--- config.mk ---
export PLATFORM = sky130hd
export DESIGN_NAME = rx_frame_builder
export DESIGN_NICKNAME = d
export VERILOG_FILES = /design/src/rtl/rx_frame_builder_pkg.sv /design/src/rtl/rx_frame_outreg.sv /design/src/rtl/rx_frame_builder.sv
export SDC_FILE = /design/constraint.sdc
export NUM_CORES = 1
export LEC_CHECK = 0
export ABC_AREA = 1
export ABC_CLOCK_PERIOD_IN_PS = 2450
export CAP_MARGIN = 20
export CORE_MARGIN = 2
export CORE_UTILIZATION = 52
export DETAILED_ROUTE_END_ITERATION = 16
export GPL_TIMING_DRIVEN = 0
export PLACE_DENSITY_LB_ADDON = 0.3
export SKIP_CTS_REPAIR_TIMING = 1
export SYNTH_ARGS = -nofsm -noshare
export SYNTH_HDL_FRONTEND = slang
export SYNTH_HIERARCHICAL = 1
export SYNTH_SLANG_ARGS = --single-unit
--- constraint.sdc ---
create_clock -name sys_clk -period 2.45 [get_ports sys_clk]
set_input_delay 0.49 -clock sys_clk [delete_from_list [all_inputs] [get_ports sys_clk]]
set_output_delay 0.49 -clock sys_clk [all_outputs]
set_load 0.02 [all_outputs]
--- src/rtl/rx_frame_builder_pkg.sv ---
// rx_frame_builder_pkg: frame geometry constants and fill-state encoding
// shared by the rx frame builder and its output register.
package rx_frame_builder_pkg;

  localparam int RX_FRAME_W = 276;
  localparam int RX_SYMS_R2 = 138;
  localparam int RX_SYMS_R3 = 92;

  typedef enum logic [1:0] {
    IDLE,
    FILL,
    WAIT
  } fill_state_t;

endpackage

--- src/rtl/rx_frame_outreg.sv ---
// rx_frame_outreg: output stage of the rx frame builder. Holds one complete
// frame plus its code rate and runs the valid/ready handshake toward the
// decoder. A load is only requested when the register is free, so the held
// frame never changes while it is valid and not being taken.
module rx_frame_outreg #(
  parameter int FRAME_W = 276
) (
  input  logic               sys_clk,
  input  logic               rst,
  input  logic               clear,
  input  logic               load,
  input  logic [FRAME_W-1:0] load_frame,
  input  logic               load_rate,
  input  logic               frame_ready,
  output logic [FRAME_W-1:0] frame,
  output logic               frame_valid,
  output logic               frame_rate
);

  // Capture a new frame on load, otherwise drop valid once the consumer takes it.
  always_ff @(posedge sys_clk or negedge rst) begin
    if (!rst) begin
      frame       <= '0;
      frame_valid <= 1'b0;
      frame_rate  <= 1'b0;
    end else if (clear) begin
      frame       <= '0;
      frame_valid <= 1'b0;
      frame_rate  <= 1'b0;
    end else if (load) begin
      frame       <= load_frame;
      frame_valid <= 1'b1;
      frame_rate  <= load_rate;
    end else if (frame_ready) begin
      frame_valid <= 1'b0;
    end
  end

endmodule

--- src/rtl/rx_frame_builder.sv ---
// rx_frame_builder: packs received code symbols MSB-first into the 276-bit
// decoder frame (138 x 2 bits at rate 1/2, 92 x 3 bits at rate 1/3).
// Double-buffered: the fill register keeps collecting while the output
// register holds the previous frame for the decoder.
// Optional build macro RX_FRAME_FLUSH_EN adds i_flush, which closes a partly
// filled frame early with the remaining slots left at zero.
module rx_frame_builder
  import rx_frame_builder_pkg::*;
#(
  parameter int FRAME_W = RX_FRAME_W,
  parameter int SYM_W   = 3,
  parameter int CNT_W   = 8
) (
  input  logic               sys_clk,
  input  logic               rst,
  input  logic               i_clear,
  input  logic               i_code_rate,
  input  logic [SYM_W-1:0]   i_sym,
  input  logic               i_sym_valid,
  output logic               o_sym_ready,
  output logic [FRAME_W-1:0] o_frame,
  output logic               o_frame_valid,
  input  logic               i_frame_ready,
`ifdef RX_FRAME_FLUSH_EN
  input  logic               i_flush,
`endif
  output logic               o_frame_rate
);

  fill_state_t        state_q, state_d;
  logic [CNT_W-1:0]   count_q, count_d;
  logic               rate_q, rate_d;
  logic [FRAME_W-1:0] fill_q, fill_d;

  logic               accept;
  logic               eff_rate;
  logic [CNT_W-1:0]   n_syms;
  logic               last_sym;
  logic               flush_req;
  logic               complete;
  logic               out_free;
  logic               load;
  logic [CNT_W+1:0]   shift_amt;
  logic [FRAME_W-1:0] sym_slot;
  logic [FRAME_W-1:0] merged;
  logic [FRAME_W-1:0] load_frame;

  // Ready is forced low while reset is held and while a finished frame waits
  // for the output register.
  assign o_sym_ready = rst && (state_q != WAIT);
  assign accept      = i_sym_valid && o_sym_ready;
  assign out_free    = !o_frame_valid || i_frame_ready;

  // The first symbol of a frame already uses the incoming rate for its slot.
  assign eff_rate  = (state_q == IDLE) ? i_code_rate : rate_q;
  assign n_syms    = rate_q ? CNT_W'(RX_SYMS_R3) : CNT_W'(RX_SYMS_R2);
  assign last_sym  = (count_q == n_syms - 1'b1);

  // Slot k starts 2k (rate 1/2) or 3k (rate 1/3) bits below the frame MSB.
  assign shift_amt = eff_rate ? ({2'b00, count_q} + {1'b0, count_q, 1'b0})
                              : {1'b0, count_q, 1'b0};
  assign sym_slot  = eff_rate ? ({i_sym, {(FRAME_W-SYM_W){1'b0}}} >> shift_amt)
                              : ({i_sym[1:0], {(FRAME_W-2){1'b0}}} >> shift_amt);
  assign merged    = accept ? (fill_q | sym_slot) : fill_q;

`ifdef RX_FRAME_FLUSH_EN
  assign flush_req = i_flush && (state_q == FILL);
`else
  assign flush_req = 1'b0;
`endif

  assign complete   = (state_q == FILL) && ((accept && last_sym) || flush_req);
  assign load_frame = (state_q == WAIT) ? fill_q : merged;

  // Fill FSM: decide the next fill state and whether the output register loads.
  always_comb begin
    state_d = state_q;
    count_d = count_q;
    rate_d  = rate_q;
    fill_d  = fill_q;
    load    = 1'b0;
    case (state_q)
      IDLE: begin
        if (accept) begin
          rate_d  = i_code_rate;
          fill_d  = merged;
          count_d = CNT_W'(1);
          state_d = FILL;
        end
      end
      FILL: begin
        if (complete) begin
          count_d = '0;
          if (out_free) begin
            load    = 1'b1;
            fill_d  = '0;
            state_d = IDLE;
          end else begin
            fill_d  = merged;
            state_d = WAIT;
          end
        end else if (accept) begin
          fill_d  = merged;
          count_d = count_q + 1'b1;
        end
      end
      WAIT: begin
        if (out_free) begin
          load    = 1'b1;
          fill_d  = '0;
          state_d = IDLE;
        end
      end
      default: begin
        state_d = IDLE;
        count_d = '0;
        fill_d  = '0;
      end
    endcase
    if (i_clear) begin
      state_d = IDLE;
      count_d = '0;
      rate_d  = 1'b0;
      fill_d  = '0;
      load    = 1'b0;
    end
  end

  // Fill-side state register.
  always_ff @(posedge sys_clk or negedge rst) begin
    if (!rst) begin
      state_q <= IDLE;
      count_q <= '0;
      rate_q  <= 1'b0;
      fill_q  <= '0;
    end else begin
      state_q <= state_d;
      count_q <= count_d;
      rate_q  <= rate_d;
      fill_q  <= fill_d;
    end
  end

  rx_frame_outreg #(
    .FRAME_W(FRAME_W)
  ) u_outreg (
    .sys_clk    (sys_clk),
    .rst        (rst),
    .clear      (i_clear),
    .load       (load),
    .load_frame (load_frame),
    .load_rate  (rate_q),
    .frame_ready(i_frame_ready),
    .frame      (o_frame),
    .frame_valid(o_frame_valid),
    .frame_rate (o_frame_rate)
  );

endmodule

==> metrics.md, run 1 <==
| Metric | Value |
|---|---|
| # fillers | 3943 |
| Number of synthesized flops with an enable pin | 0 |
| Final Core Density | 0.6952 |
| Min setup slack post-route | -0.3711 ns |
| CTS max path bufs | 3 |
| P&R area growth vs syn | 31.34% |
| Drt drc | 0 |
| Post-layout minimum cycle time | 2.821 ns |
| Hold Path Class | flip-flop to flip-flop |
| Routed WL per cell | 20.54 um |
| Syn avg cell area | 7.815 um^2 |
| Number of synthesized register bits | 565 |
| Routed WL | 93.39 mm |
| Hold path depth | 2 |
| Synth Warn # | 6 |
| Worst Hold End | u_outreg/frame[108]$_DFFE_PN0P_ |
| Status | finished with violations |
| Worst min-delay path startpoint | u_outreg/frame[108]$_DFFE_PN0P_ |
| Worst-path clk slew | 0.06 ns |
| Max-cap violation count | 0 |
| PD cells | 737.2 nW/um^2 |
| Worst setup SP type | flip-flop |
| Net Sw Power | 8.689 mW |
| Worst r2r src | count_q[2]$_DFFE_PN0P_ |
| Syn nets | 3434 |
| Hold slack | 0.4678 ns |
| Top cells by area, synth | dfrtp_1 53%, nand2_1 19%, nand3_1 7.2% |
| Synth area leader | dfrtp_1 |
| Initial antenna violation count | 0 |
| Number of buffers created by CTS | 57 |
| Worst R2R Path Depth | 15 |
| Io pins | 288 |
| Worst Path Required | 3.01 ns |
| Power Total | ~26 mW |
| Worst R2R Setup Slack | -0.37 ns |
| Violated checks | setup timing |
| Hold Violations, Final | 0 |
| Share of post-route cells with drive strength above 1 | 0.1627 |
| Syn Std Cell Area | 26660 um^2 |
| Worst Setup End Kind | flip-flop |
| Cell with the most instances after synthesis | nand2_1 |
| Unrepaired setup endpoints after global routing | yes |
| 1st-iter DRT viols | 2645 |
| Final nets | 3849 |
| PortBufs | between 200 and 300 |
| Pre-antenna DRT Iters | 5 |
| # rows | 82 |
| Clk sinks | 565 |
| Max Slew Vio Count | 0 |
| Clk_lat worst skew | between 0.6 and 0.7 ns |
| Global-route wire length before repair | 136.7 mm |
| Clock power share | 0.368 |
| Sequential share of power | 0.366 |
| Top cells by count, synth | 1325 x nand2_1, 565 x dfrtp_1, 385 x nand3_1 |
| Routed Antenna Nets | 0 |
| Core Footprint | 50380 um^2 |
| Die ar. | 53100 um^2 |
| Combinational fraction of design power | 0.266 |
| Ys flop type | dfrtp_1 |
| FFs w/ async S/R, synth | 1.000 |
| Worst path arrival time | 3.38 ns |
| Vias per Instance | 5.566 |
| GP Congestion | 1.019 |
| Number of global-route vias before repair | 23550 |
| Register area share after synthesis | 0.5302 |
| Grt ovf | 0 |
| Largest net degree at the start of global routing | 122 |
| Starting Density | 0.5293 |
| Width of the die | 230.4 um |
| CP Max Fanout | 10 |
| Worst R2R End | u_outreg/frame[179]$_DFFE_PN0P_ |
| CTS tree | built |
| Hpwl dp | around 67 mm |
| Fin crit share | 1.151 |
| Via count | between 20000 and 30000 |
| Switching Fraction | 0.3365 |
| Critical path class | flip-flop to flip-flop |
| Internal cell power | ~17 mW |
| Tightest Pin Transition | 0.7319 ns |
| Gr usage total | 0.3364 |
| CTS H-tree depth | 2 |
| Post-synth top area share | 0.5302 |
| Clock root buffer | clkbuf_16 |
| Final clock skew | 0.02143 ns |
| Final setup fails | 643 |
| Relative slew slack | 0.5121 |
| VDD IR max | 504.3 uV |
| Max Freq | approximately 350 MHz |
| Static Leak | 17.68 nW |
| Post-Synthesis Cells | 3412 |
| Die H | around 230 um |
| Post-synthesis cell type count | 36 |
==> per-stage QoR <==
step | cells | instance area [um^2] | setup TNS, ns | worst slack [ns]
after CTS | 4481 | 32560 | -425.09 | -1.087
after global placement | 4371 | 30380 | - | -24.31
after detailed placement | 4376 | 30520 | -750.72 | -1.721
after floorplan | 3412 | 26670 | -0.008176 | -0.006569
final | 4546 | 35020 | -92.98 | -0.3711
after global routing | 4545 | 35020 | -187.31 | -0.4343
==> how the worst max path moves through the flow <==
stage / from / end / slack, ns / cells past startpoint
floorplan: count_q[1]$_DFFE_PN0P_ / u_outreg/frame[83]$_DFFE_PN0P_ / -0.007 / 16
global placement: rst / u_outreg/frame[35]$_DFFE_PN0P_ / -24.31 / 1
detailed placement: rst / fill_q[137]$_DFFE_PN0P_ / -1.72 / 16
CTS: rst / fill_q[161]$_DFFE_PN0P_ / -1.09 / 16
global route: count_q[1]$_DFFE_PN0P_ / u_outreg/frame[178]$_DFFE_PN0P_ / -0.43 / 16
finish: count_q[2]$_DFFE_PN0P_ / u_outreg/frame[179]$_DFFE_PN0P_ / -0.37 / 15
==> placed cells by master (no fill, tap or decap), types with 15 or more instances in the layout <==
cell type	synthesis	routed
nand2_1	1325	1264
dfrtp_1	565	561
nand3_1	385	360
inv_1	321	314
clkdlybuf4s50_1	0	286
o22ai_1	112	107
o21ai_0	95	89
nor2_4	3	70
buf_2	109	70
nor2_2	7	68
clkbuf_16	0	65
buf_4	23	62
o21ai_1	62	60
nand2_2	7	58
buf_6	27	54
a21oi_1	51	49
nor2_1	176	48
clkbuf_1	46	40
nand4_1	32	32
nand3_2	0	20
buf_12	0	15
==> cell families (layout without fill, tap and decap cells) <==
family / Yosys count / after routing / share of synthesized area
and+or+nand+nor: 1951 / 1951 / 0.3000
adders and majority gates: 13 / 13 / 0.006382
xor gates and xnor gates: 3 / 3 / 0.0009856
DFF: 565 / 565 / 0.5302
AOI/OAI and AO/OA: 335 / 335 / 0.06973
buffers and inverters: 545 / 1006 / 0.09268
other: 0 / 1 / 0
==> critical path, cell delays in order, from the launching register on <==
cell and delay, ns:
dfrtp_1 0.40, buf_4 0.16, ha_1 0.27, a21oi_4 0.20, nand2_4 0.08, nand2_1 0.07, nand2_1 0.05, nand2_1 0.07
nand3_1 0.06, nand2_1 0.08, buf_2 0.29, buf_2 0.40, nand3_1 0.28, nand2_1 0.17, nand3_1 0.09, nand2_1 0.08
==> power groups by stage <==
stage                     logic [mW]  clock network (mW)  registers [mW]
final                           6.86                9.51            9.45
after global routing            7.16                9.97            9.45
after CTS                       4.84                9.56            9.44
after detailed placement        4.82                   0            9.61
after global placement          4.79                   0            9.64
after floorplan                 2.97                   0            9.61
==> final cells by class <==
| cell class | instances | area, um^2 | area share |
|---|---|---|---|
| sequential | 565 | 14140 | 0.4039 |
| multi-input combinational | 2302 | 11330 | 0.3234 |
| timing repair buffer | 358 | 3782 | 0.1080 |
| clock buffer | 81 | 1647 | 0.04702 |
| buffer | 213 | 1635 | 0.04670 |
| inverter | 330 | 1254 | 0.03580 |
| tap | 672 | 840.8 | 0.02401 |
| clock inverter | 24 | 390.4 | 0.01115 |
| antenna | 1 | 2.502 | 0.00007145 |
==> per-layer routing <==
metal / track usage / up-vias / wire length (um)
met2: 0.5283 / 1217 / 42350
met1: 0.4586 / 12200 / 37250
met3: 0.06954 / 248 / 8983
met5: 0 / - / 0
li1: - / 11630 / -
met4: 0.1371 / 0 / 4806
==> sequential cells by signal (all words and copies together) (netlist names) <==
signal and cells:
count_q 8, fill_q 276, rate_q 1, state_q 2
u_outreg/frame 276, u_outreg/frame_rate 1, u_outreg/frame_valid 1
Note: power is estimated with default switching activity, not from simulation.
==> run 2: changes to the inputs <==
--- a/config.mk
+++ b/config.mk
@@ -7,7 +7,6 @@
 export LEC_CHECK = 0
 export ABC_AREA = 1
 export ABC_CLOCK_PERIOD_IN_PS = 2450
-export CAP_MARGIN = 20
 export CORE_MARGIN = 2
 export CORE_UTILIZATION = 52
 export DETAILED_ROUTE_END_ITERATION = 16
@@ -18,3 +17,4 @@
 export SYNTH_HDL_FRONTEND = slang
 export SYNTH_HIERARCHICAL = 1
 export SYNTH_SLANG_ARGS = --single-unit
+export TNS_END_PERCENT = 5
==> run 2 against run 1 <==
Against the previous run: the run still ends with setup timing left; count of clock-buffer cells in the layout is the same; critical path depth shrank 1; setup slack gained 0.0088 ns.
==> metrics.md, run 2 (synthesis results as in run 1) <==
| Metric | Value |
|---|---|
| VDD IR max | 502.3 uV (-0.40%) |
| Tightest Pin Transition | 0.7316 ns (-0.0002705 ns) |
| Io pins | 288 (unchanged) |
| Final clock skew | 0.02080 ns (-0.0006323 ns) |
| Max-cap violation count | 0 (unchanged) |
| Post-layout minimum cycle time | 2.812 ns (-0.008794 ns) |
| Worst Setup End Kind | flip-flop |
| Fin crit share | 1.148 (-0.003589) |
| Hpwl dp | 67.03 mm (unchanged) |
| TNS Setup | -91.97 ns (+1.001 ns) |
| Clk sinks | 565 (unchanged) |
| Largest net degree at the start of global routing | 122 (unchanged) |
| Met1 usage | 0.4586 (unchanged) |
| Most frequent cells in the layout | 1265 x nand2_1, 561 x dfrtp_1, 363 x nand3_1 |
| Violated checks | setup timing |
| GP Congestion | 1.019 (unchanged) |
| Most Crowded Layer GR | met2 |
| GR met3 Demand/Resource | 0.06954 (unchanged) |
| 1st-iter DRT viols | 2722 (+2.9%) |
| CTS max path bufs | 3 (unchanged) |
| Drt drc | 0 (unchanged) |
| Placed cell area | 30520 um^2 (unchanged) |
| Via count | 25240 (-0.25%) |
| Max Freq | 355.6 MHz (+0.31%) |
| P&R area growth vs syn | 31.11% |
| Max Slew Vio Count | 0 (unchanged) |
| Crit path launch | count_q[1]$_DFFE_PN0P_ |
| Share of post-route cells with drive strength above 1 | 0.1611 (-0.001549) |
| Relative slew slack | 0.5123 (about the same) |
| Initial antenna violation count | 1 (+1) |
| Worst R2R Path Depth | 14 (-1) |
| # rows | 82 (unchanged) |
| Grt ovf | 0 (unchanged) |
| Commonest non-fill, non-tap cell in the layout | nand2_1 |
| Status | finished with violations |
| Routed WL per cell | 20.49 um (-0.25%) |
| CTS H-tree depth | 2 (unchanged) |
| Gr usage total | 0.3364 (unchanged) |
| # fillers | 3952 (+0.23%) |
| Die H | 230.4 um (unchanged) |
| Worst path arrival time | 3.37 ns (about the same) |
| Area of the multi-input gates | 11280 um^2 (-0.38%) |
| CP Max Fanout | 7 (-3) |
| Worst r2r src | count_q[1]$_DFFE_PN0P_ |
| Number of global-route vias before repair | 23550 (unchanged) |
| PD cells | 736.5 nW/um^2 (about the same) |
| Critical Path Sink | u_outreg/frame[260]$_DFFE_PN0P_ |
| Unrepaired setup endpoints after global routing | yes |
| Cell area after layout | 34960 um^2 (-0.18%) |
| Worst setup SP type | flip-flop |
| PortBufs | 287 (unchanged) |
| Clk_lat worst skew | 0.63 ns (about the same) |
| Width of the die | 230.4 um (unchanged) |
| Critical path class | flip-flop to flip-flop |
| Worst R2R End | u_outreg/frame[260]$_DFFE_PN0P_ |
| Routed WL | 93.22 mm (-0.18%) |
| Min setup slack post-route | -0.3623 ns (+0.008794 ns) |
| CTS tree | built |
| Global routing met2 resource utilization | 0.5283 (unchanged) |
| Worst-path clk slew | 0.06 ns (about the same) |
| Vias per Instance | 5.548 (-0.31%) |
| Die ar. | 53100 um^2 (unchanged) |
| Final nets | 3849 (unchanged) |
| Hold Path Class | flip-flop to flip-flop |
| Worst R2R Setup Slack | -0.36 ns (about the same) |
| Clock root buffer | clkbuf_16 |
| Hold Violations, Final | 0 (unchanged) |
| Static Leak | 17.68 nW (about the same) |
| Global-route wire length before repair | 136.7 mm (unchanged) |
| Biggest regs | fill_q: 276 flops, u_outreg/frame: 276 flops, count_q: 8 flops |
| Reg area | 14140 um^2 (unchanged) |
| Final setup fails | 630 (-2.0%) |
| Pre-antenna DRT Iters | 7 (+2) |
| Starting Density | 0.5293 (unchanged) |
| Core Footprint | 50380 um^2 (unchanged) |
| Routed Antenna Nets | 0 (unchanged) |
| Worst Path Required | 3.00 ns (about the same) |
| Number of buffers created by CTS | 57 (unchanged) |
==> run 2: worst max-delay path, stage by stage (launching register included) <==
cell and delay (ns):
dfrtp_2 0.43, ha_4 0.15, inv_2 0.03, fa_2 0.35, nand2_1 0.10, nand2_2 0.08
o21ai_4 0.26, nand4_1 0.33, nor2_2 0.25, nand2_2 0.13, nor2_4 0.19, inv_2 0.06
o21ai_2 0.14, nand3_1 0.12, nand2_1 0.11
==> run 2: final cells by class <==
class / count / area share
diodes: 4 / 0.0002863
plain buffers: 213 / 0.04606
clock buffers: 81 / 0.04710
clock inverters: 24 / 0.01117
inverters: 330 / 0.03579
multi-input cells: 2302 / 0.3228
flip-flops and latches: 565 / 0.4046
well taps: 672 / 0.02405
repair buffers: 358 / 0.1082
==> run 2: per-stage QoR <==
stage | setup slack [ns] | instances | hold WS [ns] | util | total power [mW]
global placement | -24.31 | 4371 | 0.4544 | 0.6031 | 14.43
CTS | -1.087 | 4481 | -0.2263 | 0.6463 | 23.84
detailed placement | -1.721 | 4376 | 0.4253 | 0.6059 | 14.44
finish | -0.3623 | 4549 | 0.4680 | 0.6940 | 25.75
floorplan | -0.006569 | 3412 | 0.1944 | - | 12.58
global route | -0.4551 | 4545 | 0.4895 | 0.6938 | 26.51
==> run 2: per-layer routing <==
metal / vias up / routed length [um] / share of wire
met1: 12170 / 37170 / 0.40
li1: 11640 / - / -
met2: 1173 / 42420 / 0.46
met5: - / 20 / 0.00021
met3: 252 / 8789 / 0.094
met4: 4 / 4815 / 0.052
==> run 2: how the worst min path moves through the flow <==
stage,depth (start not counted),startpoint,slack (ns),to
finish,2,u_outreg/frame[108]$_DFFE_PN0P_,0.47,u_outreg/frame[108]$_DFFE_PN0P_
CTS,1,rst,-0.23,u_outreg/frame[116]$_DFFE_PN0P_
floorplan,0,rst,0.19,count_q[0]$_DFFE_PN0P_
global route,2,u_outreg/frame[84]$_DFFE_PN0P_,0.49,u_outreg/frame[84]$_DFFE_PN0P_
detailed placement,1,rst,0.43,u_outreg/frame[116]$_DFFE_PN0P_
global placement,2,u_outreg/frame[138]$_DFFE_PN0P_,0.45,u_outreg/frame[138]$_DFFE_PN0P_
==> run 2: report_power, final <==
part	internal [mW]	switching, mW	leakage, nW	total (mW)
Sequential	9.40	0.0461	7.89	9.45
Combinational	1.96	4.81	8.78	6.77
Clock	5.73	3.80	1.00	9.52
Total	17.1	8.65	17.7	25.7
